`src/rtl/serial_borrow_skip_subtractor_pkg.sv`:
```
// serial_borrow_skip_subtractor_pkg: shared block width and FSM state encoding.
package serial_borrow_skip_subtractor_pkg;
    localparam int BLOCK_W = 4;
    typedef enum logic [1:0] {IDLE = 2'd0, RUN = 2'd1, DONE = 2'd2} state_t;
endpackage

```
`src/rtl/serial_borrow_skip_subtractor_block4.sv`:
```
// block4_borrow_skip_sub: 4-bit ripple subtract slice with a borrow-skip bypass.
module block4_borrow_skip_sub
    import serial_borrow_skip_subtractor_pkg::*;
(
    input  logic [BLOCK_W-1:0] a4,
    input  logic [BLOCK_W-1:0] b4,
    input  logic               borrow_in,
    output logic [BLOCK_W-1:0] d4,
    output logic               borrow_out,
    output logic               skipped
);
    logic [BLOCK_W:0]   br;
    logic [BLOCK_W-1:0] p;
    assign p = ~(a4 ^ b4);
    always_comb begin
        br[0] = borrow_in;
        for (int i = 0; i < BLOCK_W; i++) begin
            d4[i]    = a4[i] ^ b4[i] ^ br[i];
            br[i+1]  = (~a4[i] & b4[i]) | (p[i] & br[i]);
        end
    end
    // With a4 == b4 the slice computes -borrow_in, so forwarding borrow_in is exact.
    assign skipped    = &p;
    assign borrow_out = skipped ? borrow_in : br[BLOCK_W];
endmodule

```
`src/rtl/serial_borrow_skip_subtractor.sv`:
```
// serial_borrow_skip_subtractor: multi-cycle a - b - bin, one 4-bit borrow-skip block per clock.
module serial_borrow_skip_subtractor
    import serial_borrow_skip_subtractor_pkg::*;
#(
    parameter  int WIDTH = 16,
    localparam int NB    = WIDTH / BLOCK_W,
    localparam int CNT_W = $clog2(NB + 1)
) (
    input  logic             clk,
    input  logic             rst_n,
    input  logic             in_valid,
    output logic             in_ready,
    input  logic [WIDTH-1:0] a,
    input  logic [WIDTH-1:0] b,
    input  logic             bin,
    output logic             out_valid,
    input  logic             out_ready,
    output logic [WIDTH-1:0] diff,
    output logic             bout,
    output logic             zero,
    output logic             ovf,
    output logic [CNT_W-1:0] skip_cnt
);
    localparam int IDX_W = (NB > 1) ? $clog2(NB) : 1;

    state_t                         state_q, state_d;
    logic [NB-1:0][BLOCK_W-1:0]     a_q, a_d, b_q, b_d, diff_q, diff_d;
    logic [IDX_W-1:0]               idx_q, idx_d;
    logic                           borrow_q, borrow_d;
    logic                           bout_q, bout_d, zero_q, zero_d, ovf_q, ovf_d;
    logic [CNT_W-1:0]               skip_q, skip_d;
    logic [BLOCK_W-1:0]             blk_d;
    logic                           blk_bout, blk_skip, last;

    block4_borrow_skip_sub u_blk (
        .a4         (a_q[idx_q]),
        .b4         (b_q[idx_q]),
        .borrow_in  (borrow_q),
        .d4         (blk_d),
        .borrow_out (blk_bout),
        .skipped    (blk_skip)
    );

    assign last = (idx_q == IDX_W'(NB - 1));

    always_comb begin
        state_d  = state_q;
        a_d      = a_q;
        b_d      = b_q;
        idx_d    = idx_q;
        borrow_d = borrow_q;
        diff_d   = diff_q;
        bout_d   = bout_q;
        zero_d   = zero_q;
        ovf_d    = ovf_q;
        skip_d   = skip_q;
        case (state_q)
            IDLE: if (in_valid) begin
                a_d      = a;
                b_d      = b;
                borrow_d = bin;
                skip_d   = '0;
                idx_d    = '0;
                state_d  = RUN;
            end
            RUN: begin
                diff_d[idx_q] = blk_d;
                borrow_d      = blk_bout;
                skip_d        = skip_q + CNT_W'(blk_skip);
                idx_d         = idx_q + 1'b1;
                // Flags are taken from the result including the block written this edge.
                if (last) begin
                    idx_d   = '0;
                    state_d = DONE;
                    bout_d  = blk_bout;
                    zero_d  = (diff_d == '0);
                    ovf_d   = (a_q[NB-1][BLOCK_W-1] != b_q[NB-1][BLOCK_W-1]) &&
                              (diff_d[NB-1][BLOCK_W-1] != a_q[NB-1][BLOCK_W-1]);
                end
            end
            DONE: state_d = out_ready ? IDLE : DONE;
            default: state_d = IDLE;
        endcase
    end

    always_ff @(posedge clk or negedge rst_n) begin
        if (!rst_n) begin
            state_q  <= IDLE;
            a_q      <= '0;
            b_q      <= '0;
            idx_q    <= '0;
            borrow_q <= 1'b0;
            diff_q   <= '0;
            bout_q   <= 1'b0;
            zero_q   <= 1'b0;
            ovf_q    <= 1'b0;
            skip_q   <= '0;
        end else begin
            state_q  <= state_d;
            a_q      <= a_d;
            b_q      <= b_d;
            idx_q    <= idx_d;
            borrow_q <= borrow_d;
            diff_q   <= diff_d;
            bout_q   <= bout_d;
            zero_q   <= zero_d;
            ovf_q    <= ovf_d;
            skip_q   <= skip_d;
        end
    end

    assign in_ready  = (state_q == IDLE);
    assign out_valid = (state_q == DONE);
    assign diff      = diff_q;
    assign bout      = bout_q;
    assign zero      = zero_q;
    assign ovf       = ovf_q;
    assign skip_cnt  = skip_q;
endmodule

```
`config.mk`:
```
export PLATFORM = sky130hd
export DESIGN_NAME = serial_borrow_skip_subtractor
export DESIGN_NICKNAME = d
export VERILOG_FILES = /design/src/rtl/serial_borrow_skip_subtractor_pkg.sv /design/src/rtl/serial_borrow_skip_subtractor_block4.sv /design/src/rtl/serial_borrow_skip_subtractor.sv
export SDC_FILE = /design/constraint.sdc
export NUM_CORES = 1
export LEC_CHECK = 0
export CORE_UTILIZATION = 40
export CTS_BUF_LIST = sky130_fd_sc_hd__clkbuf_2
export DETAILED_ROUTE_END_ITERATION = 12
export DONT_BUFFER_PORTS = 1
export GPL_ROUTABILITY_DRIVEN = 0
export GPL_TIMING_DRIVEN = 0
export HOLD_SLACK_MARGIN = 0.1
export PLACE_DENSITY = 0.62
export SLEW_MARGIN = 5
export SYNTH_ARGS = -nofsm -noshare
export SYNTH_HDL_FRONTEND = slang
export SYNTH_SLANG_ARGS = --single-unit
```
`constraint.sdc`:
```
create_clock -name clk -period 4.35 [get_ports clk]
set_clock_uncertainty 0.15 [all_clocks]
set_input_delay 1.0875 -clock clk [delete_from_list [all_inputs] [get_ports clk]]
set_output_delay 1.0875 -clock clk [all_outputs]
set_load 0.03 [all_outputs]
```
==> key figures, run 1 <==
Timing
  – Final hold vios: 0
  – Crit path time final: 4.095 ns
  – Setup ws final: ~0.25 ns
  – Hold slack: roughly 0.29 ns
  – Setup TNS: 0 ns
  – RSZ-0062 raised after global routing: no
  – Worst Max-Slew Pin Slew: approximately 0.63 ns
  – Max Clk Rate: ~240 MHz
  – Max-slew violations: 0
  – Endpoints failing setup: 0
  – Slew HR: between 50 and 60%
  – Period utilisation layout: 94.14%

Synth
  – Adder-Cell Fraction of Synth Area: 7.328%
  – Syn nets: 338
  – Synthesis warning total: 0
  – Sequential-to-total area share from yosys stat: 52.73%
  – Cell variety after synth: 30
  – Area leader, netlist: dfrtp_1
  – Ys async rst share: 100.0%
  – Synth Area in XOR/XNOR: 0.3128%
  – Yosys reg bits: 59
  – Mapped cell area: ~2800 um^2
  – Synth Flop Type: dfrtp_1
  – Main combinational cell family by area after synthesis: simple AND/OR/NAND/NOR gates
  – Post-Synthesis Cells: between 200 and 300
  – Mux share of post-synthesis cell area: 8.043%
  – Post-synthesis simple-gate area fraction: 21.45%
  – Most frequent cell after synthesis: nand2_1
  – Synth top cells by count: 125 x nand2_1, 59 x dfrtp_1, 21 x o21ai_0
  – EDFF count, synth: 0
  – Post-synth top area share: a little over half
  – Avg Inst Size Synth: roughly 10 um^2
  – Synth Area in Compound Gates: under 10%
  – Top area cells in the synthesized netlist: dfrtp_1 53%, nand2_1 17%, mux4_2 6.4%

Global route
  – Met1 Use GR: approximately 24%
  – GRT overflow: 0
  – Top Usage Layer GRT: met2
  – Largest net degree at the start of global routing: 55
  – M3 GR Usage: under 10%
  – Met2 Track Usage GR: 27.78%
  – Total GRT Usage: 18.38%
  – Vias in the first global route: 2038
  – Initial antenna violation count: 0
  – Global-route wire length before repair: between 10000 and 15000 um

Die
  – Die Wd: roughly 86 um
  – CORE AREA: 6794 um^2
  – IO Pins: between 60 and 70
  – Row count: 30
  – Die span in y: 85.67 um
  – Total Die Area: roughly 7300 um^2
  – Starting Density: 41.22%

Placed design
  – Pre-CTS setup slack: 0.1785 ns
  – Dpl hpwl: just over 4000 um
  – Buffers on Ports: 0

Clocking
  – Root Buffer: clkbuf_2
  – CTS H-Tree Depth: 3
  – Inserted Clock Buffers: 9
  – Postcts setup bufs: 0
  – Clock Sinks: just under 60
  – Maximum clock path buffer count: 2
  – Clock Latency Late Sink: slightly below 0.5 ns
  – CTS tree: built
  – Clock slew at reported path FFs: about 0.17 ns

Layout
  – Nets: ~350
  – Ratio of cells with drive above 1 in the final layout: a little under an eighth
  – P&R area growth vs syn: 9.249%
  – ANT cells: 0

Critical path
  – Worst Reg-to-Reg Cells: 10
  – Critical Path Source Type: flip-flop
  – Worst r2r src: idx_q[1]$_DFFE_PN0P_
  – WP data arrival: 4.36 ns
  – CP Capture Type: flip-flop
  – Worst r2r dst: zero$_DFFE_PN0P_
  – Worst Path Max Fanout: 9
  – Setup CP Type: reg2reg
  – Worst EP required: roughly 4.6 ns
  – Worst R2R Setup Slack: 0.25 ns

Routing
  – DR WL/cell: 14.83 um
  – DR vias: 1960
  – 1st-pass router iterations: 4
  – # DRC: 0
  – Post-DRT Antenna Nets: 0
  – First DRT Iteration DRCs: between 90 and 100
  – Vias/cell: between 4 and 5
  – Total Routed Length: 5930 um

Outcome
  – Status: finished, final reports clean

Job
  – Total of max-cap violations: 0

Min path
  – Hold crit path type: in2async
-- sequential cells by signal, summed over array words and instances, names as in the netlist --
register	count
a_q	16
b_q	16
borrow_q	1
bout	1
diff	16
idx_q	2
ovf	1
skip_cnt	3
state_q	2
zero	1
-- final cells by class --
cell class / count / area [um^2]
inverters: 10 / 37.54
well taps: 96 / 120.1
clock inverters: 4 / 42.54
multi-input cells: 207 / 1231
repair buffers: 2 / 37.54
plain buffers: 11 / 58.81
flip-flops and latches: 59 / 1476
fillers: 673 / 3735
clock buffers: 11 / 55.05
-- routing by layer --
| layer | vias to the layer above | routed length, um |
|---|---|---|
| met5 | - | 0 |
| met4 | 0 | 120 |
| met3 | 10 | 307 |
| met2 | 51 | 2708 |
| met1 | 934 | 2794 |
| li1 | 965 | - |
-- cell usage in the layout, fill, tap and decap left out, types with 2 or more instances in the layout --
cell	Yosys	layout
nand4_1	2	2
ha_1	10	10
inv_1	10	10
mux2_2	4	4
o31ai_1	4	4
mux4_2	8	8
fa_1	4	4
clkbuf_1	4	4
o21ai_0	21	21
nand2b_1	2	2
nand2_1	125	125
nor2b_1	3	3
nand3_1	2	2
clkinv_1	0	2
a21oi_1	2	2
nor2_1	8	8
dfrtp_1	59	59
buf_2	6	5
clkbuf_2	0	11
-- metrics by stage --
step,utilization [%],cell area (um^2),std cells
6_report,45.03,3059,400
4_1_cts,44.82,3045,399
5_1_grt,45.03,3059,400
3_5_place_dp,42.98,2920,383
3_3_place_gp,42.98,2920,383
2_1_floorplan,-,2800,287
-- repair_timing --
item | 4_1_cts | 5_1_grt
gates resized for setup | 0 | 2
endpoints found under the hold margin | 54 | 5
setup endpoints to repair | 0 | 1
hold buffers | 1 | 1
-- worst max-delay path, cell delays in order, from the launching register on --
cell	delay [ns]
dfrtp_1	0.41
clkbuf_1	0.51
mux4_2	0.44
fa_1	0.40
fa_1	0.39
fa_1	0.36
inv_1	0.07
fa_1	0.52
a2111oi_1	0.36
nand4_1	0.16
o31ai_2	0.25
-- worst max path at each step --
| stage | endpoint | slack, ns | depth (start not counted) | startpoint |
|---|---|---|---|---|
| floorplan | zero$_DFFE_PN0P_ | 0.59 | 10 | idx_q[0]$_DFFE_PN0P_ |
| global placement | zero$_DFFE_PN0P_ | 0.17 | 10 | idx_q[0]$_DFFE_PN0P_ |
| detailed placement | zero$_DFFE_PN0P_ | 0.18 | 10 | idx_q[0]$_DFFE_PN0P_ |
| CTS | zero$_DFFE_PN0P_ | 0.14 | 10 | idx_q[0]$_DFFE_PN0P_ |
| global route | zero$_DFFE_PN0P_ | 0.06 | 10 | idx_q[0]$_DFFE_PN0P_ |
| finish | zero$_DFFE_PN0P_ | 0.25 | 10 | idx_q[1]$_DFFE_PN0P_ |
-- kinds of logic (layout without fill, tap and decap cells) --
kind of cell             Yosys count  count (layout)
AO/OA/AOI/OAI                     32              32
buffers and inverters             21              38
adder cells (fa/ha/maj)           14              14
AND/OR/NAND/NOR                  148             148
flip-flops                        59              59
multiplexers                      12              12
XOR/XNOR                           1               1
Power of run 1 is left out: the tool's default activity adds up to more than one toggle a clock period on the data nets, which glitch-free logic cannot reach.
==> inputs of run 2 (changes only) <==
--- a/config.mk
+++ b/config.mk
@@ -5,12 +5,12 @@
 export SDC_FILE = /design/constraint.sdc
 export NUM_CORES = 1
 export LEC_CHECK = 0
+export CORE_MARGIN = 3
 export CORE_UTILIZATION = 40
 export CTS_BUF_LIST = sky130_fd_sc_hd__clkbuf_2
 export DETAILED_ROUTE_END_ITERATION = 12
 export DONT_BUFFER_PORTS = 1
 export GPL_ROUTABILITY_DRIVEN = 0
-export GPL_TIMING_DRIVEN = 0
 export HOLD_SLACK_MARGIN = 0.1
 export PLACE_DENSITY = 0.62
 export SLEW_MARGIN = 5
==> run 2 against run 1 <==
  * Critical path depth decreased by 1
  * Worst setup slack better by 0.24 ns
  * Via count is 0.82% lower
  * Sequential share of layout area up 0.40 points
  * Worst hold slack got worse by 0.026 ns
  * Fmax increased by 6.1%
==> key figures, run 2 (synthesis results as in run 1) <==
Outcome
  – Status: finished, final reports clean

Timing
  – Max-slew violations: 0 (unchanged)
  – Max Clk Rate: 259.1 MHz (+6.1%)
  – Crit path time final: 3.859 ns (-0.2362 ns)
  – Worst Max-Slew Pin Slew: 1.064 ns (+0.4329 ns)
  – Period utilisation layout: 88.71% (-5.4 points)
  – Endpoints failing setup: 0 (unchanged)
  – Final hold vios: 0 (unchanged)
  – Setup TNS: 0 ns (unchanged)
  – RSZ-0062 raised after global routing: no
  – Slew HR: 28.89% (-29 points)

Critical path
  – Worst R2R Setup Slack: 0.49 ns (+0.24 ns)
  – CP delay by family, top: adder cells
  – Crit-path cells: mux4_2 > fa_1 > fa_1 > fa_1 > inv_1 > fa_1 > a2111oi_0 > nand4_1 > o31ai_2
  – WP data arrival: 4.12 ns (-0.24 ns)
  – Setup CP Type: reg2reg
  – Slowest stage delay, CP: 0.58 ns (+0.06 ns)
  – Critical Path Source: idx_q[0]$_DFFE_PN0P_
  – Worst Reg-to-Reg Cells: 9 (-1)
  – Critical Path Source Type: flip-flop
  – Critical path depth in cells: 9 (-1)
  – CP endpoint: zero$_DFFE_PN0P_
  – Worst Path Max Fanout: 7 (-2)
  – Crit-path most repeated cell: fa_1
  – Worst r2r src: idx_q[0]$_DFFE_PN0P_
  – Worst r2r dst: zero$_DFFE_PN0P_
  – CP Capture Type: flip-flop
  – CP Buf/Inv Count: 1 (-1)
  – CP max stage cell: mux4_2
  – Worst EP required: 4.61 ns (about the same)

Routing
  – # DRC: 0 (unchanged)
  – Total Routed Length: 6043 um (+1.9%)
  – Vias/cell: 4.985 (+1.7%)
  – First DRT Iteration DRCs: 66 (-28%)
  – DR vias: 1944 (-0.82%)
  – 1st-pass router iterations: 4 (unchanged)
  – DR WL/cell: 15.49 um (+4.5%)
  – Post-DRT Antenna Nets: 0 (unchanged)

Die
  – Row count: 29 (-3.3%)
  – Starting Density: 42.64% (+1.4 points)
  – Die Wd: 89.67 um (+4.7%)
  – Die span in y: 89.67 um (+4.7%)
  – Total Die Area: 8041 um^2 (+9.6%)
  – CORE AREA: 6568 um^2 (-3.3%)
  – IO Pins: 61 (unchanged)

Global route
  – Met2 Track Usage GR: 23.80% (-4.0 points)
  – Vias in the first global route: 1966 (-3.5%)
  – Initial antenna violation count: 0 (unchanged)
  – Global-route wire length before repair: 9901 um (-1.8%)
  – Top Usage Layer GRT: met2
  – Met1 Use GR: 22.47% (-1.9 points)
  – Total GRT Usage: 16.66% (-1.7 points)
  – M3 GR Usage: 6.204% (+0.72 points)
  – GRT overflow: 0 (unchanged)
  – Largest net degree at the start of global routing: 44 (-20%)

Clocking
  – Inserted Clock Buffers: 9 (unchanged)
  – Maximum clock path buffer count: 2 (unchanged)
  – Root Buffer: clkbuf_2
  – Postcts setup bufs: 0 (unchanged)
  – Clock slew at reported path FFs: 0.17 ns (about the same)
  – Post-CTS Resized: 0 (unchanged)
  – CTS tree: built
  – Clock Sinks: 59 (unchanged)
  – Clock Latency Late Sink: 0.48 ns (about the same)
  – CTS H-Tree Depth: 3 (unchanged)

Layout
  – Ratio of cells with drive above 1 in the final layout: 11.11% (-0.40 points)
  – Most frequent cells in the layout: 125 x nand2_1, 59 x dfrtp_1, 21 x o21ai_0
  – P&R area growth vs syn: 8.356%
  – Fin area: 3034 um^2 (-0.82%)
  – ANT cells: 0 (unchanged)
  – Nets: 343 (-2.3%)
  – Most common cell after layout, fill and taps aside: nand2_1

Power
  – Leak: 1.493 nW
  – Seq pwr share: 40.8%
  – Pwr Density: between 900 and 1000 nW/um^2
  – P_sw: 1.399 mW
  – VDD IR max: about 0.4 mV
  – Clock power share: 11.5%
  – P_int: between 1 and 1.5 mW
  – Switching Share: approximately half
  – Combinational share of power: about 48%

Job
  – Total of max-cap violations: 0 (unchanged)

Placed design
  – Buffers on Ports: 0 (unchanged)
  – Dpl hpwl: 4161 um (+1.1%)
  – Dpl cell area: 2880 um^2 (-1.4%)

Min path
  – Hold crit path type: in2async
[run 2: worst min-delay path by stage]
stage / endpoint / cells after the start
floorplan: a_q[10]$_DFFE_PN0P_ / 2
global placement: b_q[12]$_DFFE_PN0P_ / 2
detailed placement: b_q[11]$_DFFE_PN0P_ / 2
CTS: skip_cnt[2]$_DFFE_PN0P_ / 0
global route: a_q[14]$_DFFE_PN0P_ / 1
finish: ovf$_DFFE_PN0P_ / 1
[run 2: worst register-to-register path, delay by kind of cell (launching register included)]
family          cells  cell delay [ns]
fa+ha+maj           4             1.67
compound gates      2             0.61
mux                 1             0.58
flops               1             0.56
simple gates        1             0.16
buf+inv             1             0.07
[run 2: timing repair]
| action | 4_1_cts | 5_1_grt |
|---|---|---|
| setup endpoints to repair | 0 | 0 |
| endpoints found under the hold margin | 43 | 11 |
| hold buffers | 2 | 1 |
[run 2: stage by stage]
step	util [%]	setup slack [ns]	cells	total power, mW	hold slack (ns)
detailed placement	43.86	0.4859	371	2.574	0.3107
global placement	43.86	0.5977	371	2.548	0.3096
CTS	46.05	0.4662	389	2.920	0.1013
floorplan	-	0.5911	287	2.202	0.2903
finish	46.20	0.4912	390	2.886	0.2615
global route	46.20	0.2853	390	3.180	0.1988
[run 2: layout make-up]
class,count,area (um^2)
Clock inverter,6,56.30
Inverter,10,37.54
Timing Repair Buffer,5,62.56
Clock buffer,10,50.05
Fill cell,656,3533
Sequential cell,59,1476
Multi-Input combinational cell,207,1235
Tap cell,93,116.4
[run 2: layer usage]
metal	vias up	share of wire, %	wire length (um)
li1	949	-	-
met1	923	46	2751
met2	60	44	2689
met3	12	8.0	481
met4	0	2.0	121
met5	-	0	0
[run 2: power groups by stage]
stage,combinational [mW],sequential (mW),clock (mW)
finish,1.38,1.18,0.331
global route,1.59,1.22,0.369
detailed placement,1.37,1.20,0
global placement,1.35,1.20,0
floorplan,1.10,1.11,0
CTS,1.39,1.19,0.342
Note: power is estimated with default switching activity, not from simulation.
